===== src/rtl/rob_tag_alloc.sv =====
`default_nettype none
// ============================================================================
//  Module      : rob_tag_alloc
//  Description : In-order ROB tag allocator for two dispatch lanes. Hands out
//                consecutive slot tags, tracks the two oldest in-flight tags,
//                advances the head on retirement and rolls the tail back to
//                the first speculative tag on a mispredict flush.
//  Revision    : 1.0  initial release
// ============================================================================
module rob_tag_alloc #(
    parameter int TAG_WIDTH = 3
) (
    input  logic                 clk,
    input  logic                 reset,
    input  logic                 flush,
    input  logic                 spec_clear,
    input  logic                 alloc_req0,
    input  logic                 alloc_req1,
    input  logic                 spec0_in,
    input  logic                 spec1_in,
    output logic                 alloc_gnt0,
    output logic                 alloc_gnt1,
    output logic [TAG_WIDTH-1:0] tag0,
    output logic [TAG_WIDTH-1:0] tag1,
    input  logic                 retire0,
    input  logic                 retire1,
    output logic [TAG_WIDTH-1:0] oldest0,
    output logic [TAG_WIDTH-1:0] oldest1,
    output logic [TAG_WIDTH:0]   count,
    output logic                 empty,
    output logic                 full,
    output logic                 err
);

    // Pointers carry one extra wrap bit so full and empty are distinguishable.
    localparam int             PW      = TAG_WIDTH + 1;
    localparam logic [PW-1:0]  C_DEPTH = PW'(1 << TAG_WIDTH);
    localparam logic [PW-1:0]  C_ONE   = PW'(1);
    localparam logic [PW-1:0]  C_TWO   = PW'(2);

    logic [PW-1:0] r_head;
    logic [PW-1:0] r_tail;
    logic [PW-1:0] r_ckpt;
    logic          r_ckpt_vld;
    logic          r_err;

    logic [PW-1:0] w_count;
    logic [PW-1:0] w_free;
    logic          w_gnt0;
    logic          w_gnt1;
    logic [PW-1:0] w_nalloc;
    logic [PW-1:0] w_nret;
    logic          w_ret_bad;
    logic          w_ret_hits_ckpt;
    logic          w_spec_gnt0;
    logic          w_spec_gnt1;
    logic          w_set_ckpt;
    logic [PW-1:0] w_ckpt_ptr;

    // Occupancy, grants and retire legality, all from registered state.
    always_comb begin
        w_count     = r_tail - r_head;
        w_free      = C_DEPTH - w_count;
        // Reset and flush both suppress grants; retires in the same cycle
        // never make room for an allocation.
        w_gnt0      = alloc_req0 & ~flush & ~reset & (w_free >= C_ONE);
        w_gnt1      = alloc_req1 & w_gnt0 & (w_free >= C_TWO);
        w_nalloc    = PW'(w_gnt0) + PW'(w_gnt1);
        w_nret      = PW'(retire0) + PW'(retire1);
        // retire1 alone, or retiring more than is allocated, is a protocol
        // violation: the retire is dropped and the error flag latches.
        w_ret_bad   = (retire1 & ~retire0) | (w_count < w_nret);
        // The checkpoint is released once its own tag retires.
        w_ret_hits_ckpt = r_ckpt_vld & retire0 & ~w_ret_bad &
                          ((r_head == r_ckpt) | (retire1 & ((r_head + C_ONE) == r_ckpt)));
        // Only the first speculative grant since the checkpoint was free
        // captures it; lane0 is older so it wins.
        w_spec_gnt0 = w_gnt0 & spec0_in;
        w_spec_gnt1 = w_gnt1 & spec1_in;
        w_set_ckpt  = ~r_ckpt_vld & (w_spec_gnt0 | w_spec_gnt1);
        w_ckpt_ptr  = w_spec_gnt0 ? r_tail : (r_tail + C_ONE);
    end

    // Pointer, checkpoint and error state update; flush has top priority on the tail.
    always_ff @(posedge clk) begin
        if (reset) begin
            r_head     <= '0;
            r_tail     <= '0;
            r_ckpt     <= '0;
            r_ckpt_vld <= 1'b0;
            r_err      <= 1'b0;
        end else begin
            if (w_ret_bad) begin
                r_err <= 1'b1;
            end else begin
                r_head <= r_head + w_nret;
            end

            if (flush) begin
                if (r_ckpt_vld) begin
                    r_tail <= r_ckpt;
                end
                r_ckpt_vld <= 1'b0;
            end else begin
                r_tail <= r_tail + w_nalloc;
                // A new speculative grant re-arms the checkpoint even if a
                // spec_clear for an older branch lands in the same cycle.
                if (w_set_ckpt) begin
                    r_ckpt     <= w_ckpt_ptr;
                    r_ckpt_vld <= 1'b1;
                end else if (w_ret_hits_ckpt | spec_clear) begin
                    r_ckpt_vld <= 1'b0;
                end
            end
        end
    end

    // Output mapping; tags read as 0/1 while reset is held.
    always_comb begin
        alloc_gnt0 = w_gnt0;
        alloc_gnt1 = w_gnt1;
        tag0       = reset ? '0 : r_tail[TAG_WIDTH-1:0];
        tag1       = reset ? TAG_WIDTH'(1) : (r_tail[TAG_WIDTH-1:0] + TAG_WIDTH'(1));
        oldest0    = r_head[TAG_WIDTH-1:0];
        oldest1    = r_head[TAG_WIDTH-1:0] + TAG_WIDTH'(1);
        count      = w_count;
        empty      = (w_count == '0);
        full       = (w_count == C_DEPTH);
        err        = r_err;
    end

endmodule
`default_nettype wire


===== config.mk =====
export PLATFORM = sky130hd
export DESIGN_NAME = rob_tag_alloc
export DESIGN_NICKNAME = d
export VERILOG_FILES = /design/src/rtl/rob_tag_alloc.sv
export SDC_FILE = /design/constraint.sdc
export NUM_CORES = 1
export LEC_CHECK = 0
export ABC_CLOCK_PERIOD_IN_PS = 5100
export BUFFER_PORTS_ARGS = -buffer_cell sky130_fd_sc_hd__buf_2
export CAP_MARGIN = 20
export CORE_MARGIN = 4
export CORE_UTILIZATION = 30
export DETAILED_ROUTE_END_ITERATION = 10
export MAX_ROUTING_LAYER = met4
export PLACE_DENSITY = 0.46
export SETUP_SLACK_MARGIN = 0.5
export SYNTH_ARGS = -nofsm -noshare
export SYNTH_HDL_FRONTEND = slang
export SYNTH_SLANG_ARGS = --single-unit

===== constraint.sdc =====
create_clock -name clk -period 5.1 [get_ports clk]
set_input_delay 1.02 -clock clk [delete_from_list [all_inputs] [get_ports clk]]
set_output_delay 1.02 -clock clk [all_outputs]
set_load 0.02 [all_outputs]

==> results of run 1 <==
==> per-stage QoR <==
step / total power [mW] / cells / worst slack [ns]
after floorplan: 0.714 / 183 / 1.37
after global placement: 0.873 / 271 / 1.31
after detailed placement: 0.871 / 271 / 1.28
after CTS: 0.967 / 274 / 0.976
after global routing: 1.04 / 274 / 0.781
final: 0.950 / 274 / 1.00
==> power by group through the flow <==
stage,clock network [mW],logic (mW),registers (mW)
after detailed placement,0,0.710,0.161
after global routing,0.100,0.781,0.163
after global placement,0,0.712,0.161
after CTS,0.0952,0.713,0.159
final,0.0903,0.702,0.158
after floorplan,0,0.558,0.156
==> area by class of cell <==
class | instances | area, um^2 | area share, %
multi-input combinational | 140 | 1070 | 62.9
sequential | 14 | 280 | 16.5
timing repair buffer | 30 | 150 | 8.83
tap | 67 | 83.8 | 4.93
inverter | 20 | 75.1 | 4.42
clock buffer | 3 | 41.3 | 2.43
==> layout by cell type, fill, tap and decap left out, types with 3 or more instances in the layout <==
| cell | count |
|---|---|
| sky130_fd_sc_hd__ha_1 | 14 |
| sky130_fd_sc_hd__buf_2 | 30 |
| sky130_fd_sc_hd__a211oi_1 | 4 |
| sky130_fd_sc_hd__fa_1 | 3 |
| sky130_fd_sc_hd__inv_1 | 18 |
| sky130_fd_sc_hd__nand4_1 | 4 |
| sky130_fd_sc_hd__dfxtp_1 | 14 |
| sky130_fd_sc_hd__xnor2_1 | 8 |
| sky130_fd_sc_hd__o21ai_0 | 6 |
| sky130_fd_sc_hd__nor2_1 | 19 |
| sky130_fd_sc_hd__nand3_1 | 6 |
| sky130_fd_sc_hd__xor2_1 | 7 |
| sky130_fd_sc_hd__clkbuf_8 | 3 |
| sky130_fd_sc_hd__nand2_1 | 11 |
| sky130_fd_sc_hd__and3_1 | 4 |
| sky130_fd_sc_hd__a21oi_1 | 13 |
==> cell families after synthesis <==
kind of cell	synth area share, %
fa+ha+maj	15.7
mux	1.34
simple gates	21.5
buf+inv	9.71
xor+xnor	13.2
flops	18.7
compound gates	19.8
==> state kept, by name (all words and copies together) (netlist names) <==
| name | cells |
|---|---|
| r_ckpt | 4 |
| r_head | 4 |
| r_tail | 4 |
| err | 1 |
| r_ckpt_vld | 1 |
==> worst reg2reg max path, delay by kind of cell, from the launching register on <==
kind            cells  cell delay, ns
compound gates      3            0.58
fa+ha+maj           4            1.18
buf+inv             3            0.32
flops               1            0.37
simple gates        6            0.99
==> worst min-delay path by stage <==
stage	start	end	slack (ns)	depth (start not counted)
3_3_place_gp	err$_SDFFE_PP0N_	err$_SDFFE_PP0N_	0.44	2
2_1_floorplan	r_ckpt[0]$_SDFFE_PP0P_	r_ckpt[0]$_SDFFE_PP0P_	0.47	2
6_report	err$_SDFFE_PP0N_	err$_SDFFE_PP0N_	0.44	2
5_1_grt	err$_SDFFE_PP0N_	err$_SDFFE_PP0N_	0.49	2
3_5_place_dp	err$_SDFFE_PP0N_	err$_SDFFE_PP0N_	0.44	2
4_1_cts	err$_SDFFE_PP0N_	err$_SDFFE_PP0N_	0.45	2
==> layer usage <==
metal,vias up,part of all wire [%],GRT usage (%)
met2,30,43,20.1
met5,-,0,-
li1,693,-,-
met3,4,3.6,1.95
met1,586,52,17.8
met4,0,1.2,3.67
==> results.md, run 1 <==
- Result of the run: complete, no violations
- Delay of the slowest critical-path stage: 0.54 ns
- # diodes: 0
- Worst-case clock skew: 0.00361 ns
- Number of DRC markers in iteration 0: 64
- Post-synth net total: 210
- Max FO, Critical Path: 5
- Number of cell rows: 25
- Post-route cell area: 1700 um^2
- Maximum VDD drop: 0.394 mV
- Endpoint of the worst-slack reg-to-reg timing path: r_tail[3]$_SDFFE_PP0P_
- Clock buffers created by TritonCTS: 3
- Global route total overflow: 0
- Antenna-violating nets left: 0
- Root buffer selected by CTS: sky130_fd_sc_hd__clkbuf_8
- Worst-path clk slew: 0.06 ns
- Wire length of the first global-routing pass: 6230 um
- RR Startpoint: r_tail[0]$_SDFFE_PP0P_
- Area share of the largest cell type after synthesis: 18.7%
- Slew margin rel.: 56.7%
- YS warnings: 0
- Net switching power: 484 uW
- Share of total power in sequential cells: 16.6%
- Initial antenna violation count: 0
- Total via count after detailed routing: 1,313
- Pin count of the biggest net entering global routing: 20
- Clock latency of the later-clocked register in the worst-skew pair: 0.24 ns
- Setup Viol. Count Final: 0
- Number of H-tree branching levels: 1
- Post-CTS sizing: 0
- Switching Share: 50.9%
- Type of the worst min-delay path: register to register
- Distinct cell type count after synthesis: 51
- Count of buffers added by post-CTS timing repair for setup: 0
- Final critical-path share of the clock period: 80.4%
- Unrepaired setup endpoints after global routing: no
- Count leader, synth: sky130_fd_sc_hd__nor2_1
- Number of filler instances in the final layout: 517
- Total of hold buffers inserted after clock tree synthesis: 0
- Via count of the first global-routing pass: 1,331
- Critical Path Sink Type: output port
- Worst hold slack after final layout: 0.444 ns
- Number of remaining DRC errors: 0
- Total iterations of the first detailed-routing run: 4
- Final-layout setup total negative slack: 0 ns
- Critical path startpoint: r_tail[0]$_SDFFE_PP0P_
- Core area: 4790 um^2
- HPWL after DPL: 3060 um
- Number of pins with negative max-slew slack in the final report: 0
- Part of the Yosys area used for sequential elements: 18.7%
- Worst path cell trace: inv_1 -> ha_1 -> fa_1 -> inv_1 -> ha_1 -> or2b_2 -> nor3_2 -> a21boi_2 -> nor3_2 -> and3_1 -> buf_2
- Top-level I/O count: 31
- Static leakage: 0.780 nW
- Dominant cell type by area after synthesis: sky130_fd_sc_hd__dfxtp_1
- Crit path buffers/inverters: 3
- TritonCTS clock tree: built
- Final Net Count: 236
- Slowest CP cell: sky130_fd_sc_hd__fa_1
- Placed instance area: 1660 um^2
- Count of flip-flops with a built-in enable after synthesis: 0
- Synth top cells by count: sky130_fd_sc_hd__nor2_1, sky130_fd_sc_hd__inv_1, sky130_fd_sc_hd__dfxtp_1, sky130_fd_sc_hd__ha_1, sky130_fd_sc_hd__a21oi_1
- Die Wd: 78.6 um
- Internal power consumption: 467 uW
- Arr. time, crit path: 3.08 ns
- CTS sink count: 14
- Fraction of power consumed by combinational cells: 73.9%
- Proportion of layout cells with a drive suffix above 1: 23.2%
- Floorplan die area: 6180 um^2
- Synthesized area per cell: 8.17 um^2
- Final critical delay including setup and external delays: 4.10 ns
- Final weighted congestion in routability-driven placement: 0.819
- Least-Margin Pin Slew: 0.649 ns
- Worst-case reg-to-reg path depth: 16
- All-Layer GR Usage: 13.1%
- Average vias per placed instance: 4.79
- Post-synthesis instance area: 1500 um^2
- Predominant post-synthesis flop cell: sky130_fd_sc_hd__dfxtp_1
- Final hold violations: 0
- Avg WL per Cell: 13.3 um
- Area growth, synth to finish: 13.7%
- Routed Wire Length: 3650 um
- Final standard cell utilization of the core: 35.5%
- Initial Util: 31.2%
- PortBufs: 30
- Required time of the critical path: 4.08 ns
- Clock group share of total power: 9.5%
- Biggest area contributors in the synthesized netlist: sky130_fd_sc_hd__dfxtp_1, sky130_fd_sc_hd__ha_1, sky130_fd_sc_hd__nor2_1
- Largest delay share family, worst path: adder cells
- Type of the setup path with the least slack: register to output port
- Total of flip-flops plus latches after synthesis: 14
- Worst R2R Setup Slack: 1.59 ns
- Achievable Freq: 0.244 GHz
- Clock Path Buffers: 2
- Count of cell instances traversed by the critical path: 11
- Areal power density over the cells: 559 nW/um^2
- Mapped Cells: 183
- Total of max-cap violations: 0
- Fraction of registers with async set/reset: 0%
- CP startpoint kind: register
- Chip Height: 78.6 um
- Worst setup endpoint: alloc_gnt1
No activity file was read; power rests on OpenSTA's default activity.
==> inputs of run 2 (changes only) <==
Settings changed: ABC_CLOCK_PERIOD_IN_PS 5100 to 4200.
Clock period 5.1 ns to 4.2 ns, I/O delays scaled along.
==> results.md, run 2 (synthesis gave the netlist of run 1 again) <==
- Critical Path Sink Type: output port (unchanged)
- Slowest CP cell: sky130_fd_sc_hd__fa_1 (unchanged)
- Core area: 4790 um^2 (unchanged)
- Clock Path Buffers: 2 (unchanged)
- Clock buffers created by TritonCTS: 3 (unchanged)
- Min setup slack post-route: 0.597 ns (was 1.00 ns)
- Final-layout setup total negative slack: 0 ns (unchanged)
- Die Wd: 78.6 um (unchanged)
- Final hold violations: 0 (unchanged)
- All-Layer GR Usage: 13.2% (was 13.1%)
- Number of pins with negative max-slew slack in the final report: 0 (unchanged)
- Maximum VDD drop: 0.469 mV (was 0.394 mV)
- Result of the run: complete, no violations (unchanged)
- Areal power density over the cells: 702 nW/um^2 (was 559 nW/um^2)
- Via count of the first global-routing pass: 1,295 (was 1,331)
- PortBufs: 30 (unchanged)
- Global route total overflow: 0 (unchanged)
- Delay of the slowest critical-path stage: 0.55 ns (was 0.54 ns)
- Routed Wire Length: 3820 um (was 3650 um)
- Slew margin rel.: 57.5% (was 56.7%)
- Total iterations of the first detailed-routing run: 4 (unchanged)
- Setup Viol. Count Final: 0 (unchanged)
- Avg WL per Cell: 13.7 um (was 13.3 um)
- Type of the setup path with the least slack: register to output port (unchanged)
- Final weighted congestion in routability-driven placement: 0.814 (was 0.819)
- CTS sink count: 14 (unchanged)
- Final critical-path share of the clock period: 85.8%
- TritonCTS clock tree: built (unchanged)
- Number of cell rows: 25 (unchanged)
- Number of H-tree branching levels: 1 (unchanged)
- HPWL after DPL: 3150 um (was 3060 um)
- Unrepaired setup endpoints after global routing: no (unchanged)
- Arr. time, crit path: 2.76 ns (was 3.08 ns)
- Static leakage: 0.801 nW (was 0.780 nW)
- Total of hold buffers inserted after clock tree synthesis: 0 (unchanged)
- Total of max-cap violations: 0 (unchanged)
- Clock latency of the later-clocked register in the worst-skew pair: 0.24 ns (about the same)
- Max FO, Critical Path: 5 (unchanged)
- Critical Path Most Common Cell: sky130_fd_sc_hd__inv_2
- Chip Height: 78.6 um (unchanged)
- Number of cells after detailed placement: 273 (was 271)
- Achievable Freq: 0.278 GHz
- Final Net Count: 240 (was 236)
- Proportion of layout cells with a drive suffix above 1: 28.0% (was 23.2%)
- Least-Margin Pin Slew: 0.638 ns (was 0.649 ns)
- Commonest cells after routing, fill and taps aside: sky130_fd_sc_hd__buf_2, sky130_fd_sc_hd__nor2_1, sky130_fd_sc_hd__inv_1 (unchanged)
- Wire length of the first global-routing pass: 6270 um (was 6230 um)
- Largest registers: r_ckpt x4, r_head x4, r_tail x4 (unchanged)
- Worst-path clk slew: 0.06 ns (about the same)
- Worst path cell trace: inv_2 -> ha_2 -> fa_1 -> inv_2 -> ha_1 -> or2b_2 -> nor2_2 -> and4_4 -> nor3_2 -> and3_1 -> buf_2 (was inv_1 -> ha_1 -> fa_1 -> inv_1 -> ha_1 -> or2b_2 -> nor3_2 -> a21boi_2 -> nor3_2 -> and3_1 -> buf_2)
- Worst hold slack after final layout: 0.444 ns (about the same)
- Number of remaining DRC errors: 0 (unchanged)
- Initial Util: 31.2% (unchanged)
- Area growth, synth to finish: 17.3% (was 13.7%)
- Top-level I/O count: 31 (unchanged)
- Type of the worst min-delay path: register to register (unchanged)
- Required time of the critical path: 3.36 ns (was 4.08 ns)
- Number of DRC markers in iteration 0: 75 (was 64)
- Leading cell type in the layout, fill and taps excluded: sky130_fd_sc_hd__buf_2 (unchanged)
- CP startpoint kind: register (unchanged)
- Root buffer selected by CTS: sky130_fd_sc_hd__clkbuf_8 (unchanged)
- Total via count after detailed routing: 1,379 (was 1,313)
- Floorplan die area: 6180 um^2 (unchanged)
- Pre-CTS setup slack: 0.553 ns (was 1.28 ns)
- Antenna-violating nets left: 0 (unchanged)
- Average vias per placed instance: 4.96 (was 4.79)
- Non-filler instance count after layout: 278 (was 274)
- Initial antenna violation count: 0 (unchanged)
- Final critical delay including setup and external delays: 3.60 ns
- Worst-case clock skew: 0.00189 ns (was 0.00361 ns)
- Pin count of the biggest net entering global routing: 20 (unchanged)
- Number of filler instances in the final layout: 531 (was 517)
- # diodes: 0 (unchanged)
run 2: cell types whose count changed in the layout (fill, tap and decap cells not counted), moves of 2 or more:
cell and change:
sky130_fd_sc_hd__buf_4 +4, sky130_fd_sc_hd__ha_2 +2, sky130_fd_sc_hd__dfxtp_2 +2, sky130_fd_sc_hd__inv_2 +2, sky130_fd_sc_hd__dfxtp_1 -2, sky130_fd_sc_hd__ha_1 -2, sky130_fd_sc_hd__inv_1 -2
run 2: final cells by class:
class / count / area (um^2) / share of cell area (%)
clock buffer: 3 / 41.3 / 2.35
tap: 67 / 83.8 / 4.78
timing repair buffer: 34 / 180 / 10.3
sequential: 14 / 283 / 16.1
multi-input combinational: 140 / 1090 / 62.2
inverter: 20 / 75.1 / 4.28
run 2: path summary, 6_finish.rpt:
kind | to | start | slack (ns) | cells after the start
setup / recovery | alloc_gnt1 | r_tail[0]$_SDFFE_PP0P_ | 0.60 | 11
hold / removal | err$_SDFFE_PP0N_ | err$_SDFFE_PP0N_ | 0.44 | 2
setup reg to reg | r_tail[3]$_SDFFE_PP0P_ | r_tail[0]$_SDFFE_PP0P_ | 0.97 | 15
hold reg to reg | err$_SDFFE_PP0N_ | err$_SDFFE_PP0N_ | 0.44 | 2
run 2: critical path, delay by kind of cell (launching register included):
kind	cells	cell delay, ns
buffers and inverters	3	0.28
adder cells (fa/ha/maj)	3	0.93
flip-flops	1	0.35
AND/OR/NAND/NOR	5	0.96
run 2: what timing repair did:
item / in CTS / in global routing
setup endpoints to repair: 2 / 1
buffers inserted: 1 / 1
hold endpoints to repair: 0 / 0
pin swaps: 2 / 1
cloned: 0 / 0
resized for setup: 6 / 3
run 2: power by group:
group	internal (mW)	switching (mW)	total, mW	leakage, nW
clock network	0.0634	0.0468	0.110	0.0216
logic	0.391	0.542	0.933	0.665
registers	0.157	0.0311	0.188	0.115
run 2: layer usage:
layer / global-route usage (%) / routed length, um / up-vias / share of wire (%)
met5: - / 0 / - / 0
met4: 3.15 / 29 / 0 / 0.76
met3: 1.95 / 161 / 2 / 4.2
met2: 20.5 / 1710 / 30 / 45
met1: 17.9 / 1920 / 653 / 50
li1: - / - / 694 / -
run 2: stage by stage:
step | cell area, um^2 | power (mW) | utilization [%]
after CTS | 1740 | 1.21 | 36.3
after global routing | 1750 | 1.34 | 36.7
after detailed placement | 1670 | 1.07 | 35.0
after global placement | 1670 | 1.07 | 35.0
final | 1750 | 1.23 | 36.7
after floorplan | 1500 | 0.867 | -
==> inputs of run 3 (changes only) <==
Settings changed: ABC_AREA set to 1.
==> results.md, run 3 <==
- Result of the run: complete, no violations (unchanged)
- Final-layout setup total negative slack: 0 ns (unchanged)
- Unrepaired setup endpoints after global routing: no (unchanged)
- Final critical-path share of the clock period: 83.3% (was 85.8%)
- Die Wd: 76.7 um (was 78.6 um)
- Max FO, Critical Path: 4 (was 5)
- Post-synthesis instance area: 1410 um^2 (was 1500 um^2)
- Count of flip-flops with a built-in enable after synthesis: 0 (unchanged)
- Average vias per placed instance: 4.56 (was 4.96)
- Wire length of the first global-routing pass: 5790 um (was 6270 um)
- Clock latency of the later-clocked register in the worst-skew pair: 0.25 ns (was 0.24 ns)
- Distinct cell type count after synthesis: 32 (was 51)
- Area share of the largest cell type after synthesis: 19.8% (was 18.7%)
- Core area: 4440 um^2 (was 4790 um^2)
- Clock buffers created by TritonCTS: 3 (unchanged)
- Global route total overflow: 0 (unchanged)
- Setup Viol. Count Final: 0 (unchanged)
- Switching Share: 51.9% (was 50.4%)
- Predominant post-synthesis flop cell: sky130_fd_sc_hd__dfxtp_1 (unchanged)
- Total of hold buffers inserted after clock tree synthesis: 0 (unchanged)
- Worst-path clk slew: 0.06 ns (about the same)
- Share of total power in sequential cells: 18.3% (was 15.3%)
- Commonest cells after routing, fill and taps aside: sky130_fd_sc_hd__inv_1, sky130_fd_sc_hd__buf_2, sky130_fd_sc_hd__nand2_1 (was sky130_fd_sc_hd__buf_2, sky130_fd_sc_hd__nor2_1, sky130_fd_sc_hd__inv_1)
- Synthesized area per cell: 7.29 um^2 (was 8.17 um^2)
- Clock group share of total power: 13.1% (was 9.0%)
- Mapped Cells: 194 (was 183)
- Type of the setup path with the least slack: register to output port (unchanged)
- Net switching power: 530 uW (was 620 uW)
- Most crowded layer after global routing: met2 (unchanged)
- Number of pins with negative max-slew slack in the final report: 0 (unchanged)
- Via count of the first global-routing pass: 1,211 (was 1,295)
- Total of max-cap violations: 0 (unchanged)
- Met2 global-route usage: 19.9% (was 20.5%)
- YS warnings: 0 (unchanged)
- Total of flip-flops plus latches after synthesis: 14 (unchanged)
- CTS sink count: 14 (unchanged)
- Antenna-violating nets left: 0 (unchanged)
- Number of remaining DRC errors: 0 (unchanged)
- Number of H-tree branching levels: 1 (unchanged)
- Final critical delay including setup and external delays: 3.50 ns (was 3.60 ns)
- Achievable Freq: 0.286 GHz (was 0.278 GHz)
- Fraction of power consumed by combinational cells: 68.6% (was 75.8%)
- Root buffer selected by CTS: sky130_fd_sc_hd__clkbuf_8 (unchanged)
- Post-synth net total: 221 (was 210)
- Initial antenna violation count: 0 (unchanged)
- Synth top cells by count: sky130_fd_sc_hd__inv_1, sky130_fd_sc_hd__nand2_1, sky130_fd_sc_hd__nor2_1 (was sky130_fd_sc_hd__nor2_1, sky130_fd_sc_hd__inv_1, sky130_fd_sc_hd__dfxtp_1, sky130_fd_sc_hd__ha_1, sky130_fd_sc_hd__a21oi_1)
- Number of filler instances in the final layout: 509 (was 531)
- Total iterations of the first detailed-routing run: 4 (unchanged)
- Proportion of layout cells with a drive suffix above 1: 26.0% (was 28.0%)
- Area growth, synth to finish: 16.3% (was 17.3%)
- Pin count of the biggest net entering global routing: 12 (was 20)
- Internal power consumption: 491 uW (was 611 uW)
- Biggest area contributors in the synthesized netlist: sky130_fd_sc_hd__dfxtp_1, sky130_fd_sc_hd__ha_1, sky130_fd_sc_hd__inv_1 (was sky130_fd_sc_hd__dfxtp_1, sky130_fd_sc_hd__ha_1, sky130_fd_sc_hd__nor2_1)
- Min setup slack post-route: 0.701 ns (was 0.597 ns)
- Chip Height: 76.7 um (was 78.6 um)
- Clock Path Buffers: 2 (unchanged)
- Final Net Count: 251 (was 240)
- Pre-CTS setup slack: 0.940 ns (was 0.553 ns)
- Number of DRC markers in iteration 0: 31 (was 75)
- Least-Margin Pin Slew: 0.395 ns (was 0.638 ns)
- Required time of the critical path: 3.36 ns (about the same)
- Avg WL per Cell: 12.5 um (was 13.7 um)
- CP startpoint kind: register (unchanged)
- # diodes: 0 (unchanged)
- Type of the worst min-delay path: register to register (unchanged)
- Part of the Yosys area used for sequential elements: 19.8% (was 18.7%)
- All-Layer GR Usage: 12.5% (was 13.2%)
- Dominant cell type by area after synthesis: sky130_fd_sc_hd__dfxtp_1 (unchanged)
- PortBufs: 30 (unchanged)
- Count of buffers added by post-CTS timing repair for setup: 0 (was 1)
- Initial Util: 31.8% (was 31.2%)
- Critical Path Sink Type: output port (unchanged)
- Met1 layer usage reported by global route: 16.3% (was 17.9%)
- Top-level I/O count: 31 (unchanged)
- Slew margin rel.: 73.6% (was 57.5%)
- Final hold violations: 0 (unchanged)
- Fraction of registers with async set/reset: 0% (unchanged)
- Floorplan die area: 5880 um^2 (was 6180 um^2)
- Post-CTS sizing: 0 (was 6)
- Routed Wire Length: 3430 um (was 3820 um)
- Delay of the slowest critical-path stage: 0.53 ns (was 0.55 ns)
- Worst path cell trace: inv_1 -> ha_1 -> fa_1 -> inv_1 -> ha_1 -> or2_2 -> a21oi_1 -> nand3_1 -> nand2_1 -> nor2_8 -> buf_2 (was inv_2 -> ha_2 -> fa_1 -> inv_2 -> ha_1 -> or2b_2 -> nor2_2 -> and4_4 -> nor3_2 -> and3_1 -> buf_2)
- Areal power density over the cells: 621 nW/um^2 (was 702 nW/um^2)
- Number of cell rows: 24 (was 25)
- Total via count after detailed routing: 1,255 (was 1,379)
- Worst-case clock skew: 0.00160 ns (was 0.00189 ns)
- Maximum VDD drop: 0.196 mV (was 0.469 mV)
- Static leakage: 0.865 nW (was 0.801 nW)
- TritonCTS clock tree: built (unchanged)
- HPWL after DPL: 2860 um (was 3150 um)
- Global Route met3 Usage: 3.28% (was 1.95%)
- Slowest CP cell: sky130_fd_sc_hd__fa_1 (unchanged)
- Final weighted congestion in routability-driven placement: 0.784 (was 0.814)
- Largest registers: r_ckpt x4, r_head x4, r_tail x4 (unchanged)
- Arr. time, crit path: 2.66 ns (was 2.76 ns)
- Count leader, synth: sky130_fd_sc_hd__inv_1 (was sky130_fd_sc_hd__nor2_1)
## run 3: changes by cell type in the layout (fill, tap and decap cells not counted), moves of 4 or more
cell | before | now
sky130_fd_sc_hd__and3_1 | 4 | 0
sky130_fd_sc_hd__inv_1 | 16 | 30
sky130_fd_sc_hd__nand3_1 | 6 | 12
sky130_fd_sc_hd__nand2_2 | 0 | 6
sky130_fd_sc_hd__a211oi_1 | 4 | 0
sky130_fd_sc_hd__xnor2_1 | 8 | 3
sky130_fd_sc_hd__nand2_4 | 0 | 6
sky130_fd_sc_hd__nand2_1 | 11 | 26
## run 3: worst max-delay path, delay by kind of cell, from the launching register on
kind | cells | cell delay (ns)
AOI/OAI and AO/OA | 1 | 0.13
adders and majority gates | 3 | 0.95
buffers and inverters | 3 | 0.37
DFF | 1 | 0.40
and+or+nand+nor | 4 | 0.55
## run 3: per-layer routing
layer,routed length [um],up-vias
met5,0,-
met3,137,0
met4,0,0
met1,1740,556
met2,1560,27
li1,-,672
## run 3: path summary, 6_finish.rpt
path	start	endpoint	slack (ns)	cells after the start
max	r_tail[0]$_SDFFE_PP0P_	alloc_gnt1	0.70	11
max reg2reg	r_tail[0]$_SDFFE_PP0P_	r_tail[2]$_SDFFE_PP0P_	1.00	17
min	err$_SDFFE_PP0N_	err$_SDFFE_PP0N_	0.47	2
min reg2reg	err$_SDFFE_PP0N_	err$_SDFFE_PP0N_	0.47	2
## run 3: layout make-up
class	count	area, um^2	share of cell area [%]
Multi-Input combinational cell	140	958	58.3
Sequential cell	14	280	17.0
Inverter	34	128	7.76
Clock buffer	4	55.1	3.35
Tap cell	52	65.1	3.96
Timing Repair Buffer	31	158	9.59
## run 3: power groups by stage
stage	clock network, mW	logic [mW]	registers (mW)
2_1_floorplan	0	0.546	0.190
3_3_place_gp	0	0.710	0.189
3_5_place_dp	0	0.710	0.191
4_1_cts	0.136	0.713	0.188
5_1_grt	0.143	0.779	0.192
6_report	0.134	0.700	0.187
## run 3: metrics by stage
step           total power [mW]  hold WS (ns)  instances  cell area (um^2)  utilization, %
4_1_cts                    1.04         0.479        275              1640            37.0
6_report                   1.02         0.475        275              1640            37.0
3_3_place_gp              0.899         0.460        271              1590            35.8
2_1_floorplan             0.736         0.478        194              1410               -
3_5_place_dp              0.901         0.464        271              1590            35.8
5_1_grt                    1.11         0.528        275              1640            37.0
## run 3: logic make-up after synthesis
kind of cell / after synthesis / share of synthesized area [%]
flops: 14 / 19.8
buf+inv: 40 / 12.4
simple gates: 86 / 33.4
compound gates: 24 / 9.73
xor+xnor: 13 / 8.05
fa+ha+maj: 17 / 16.6
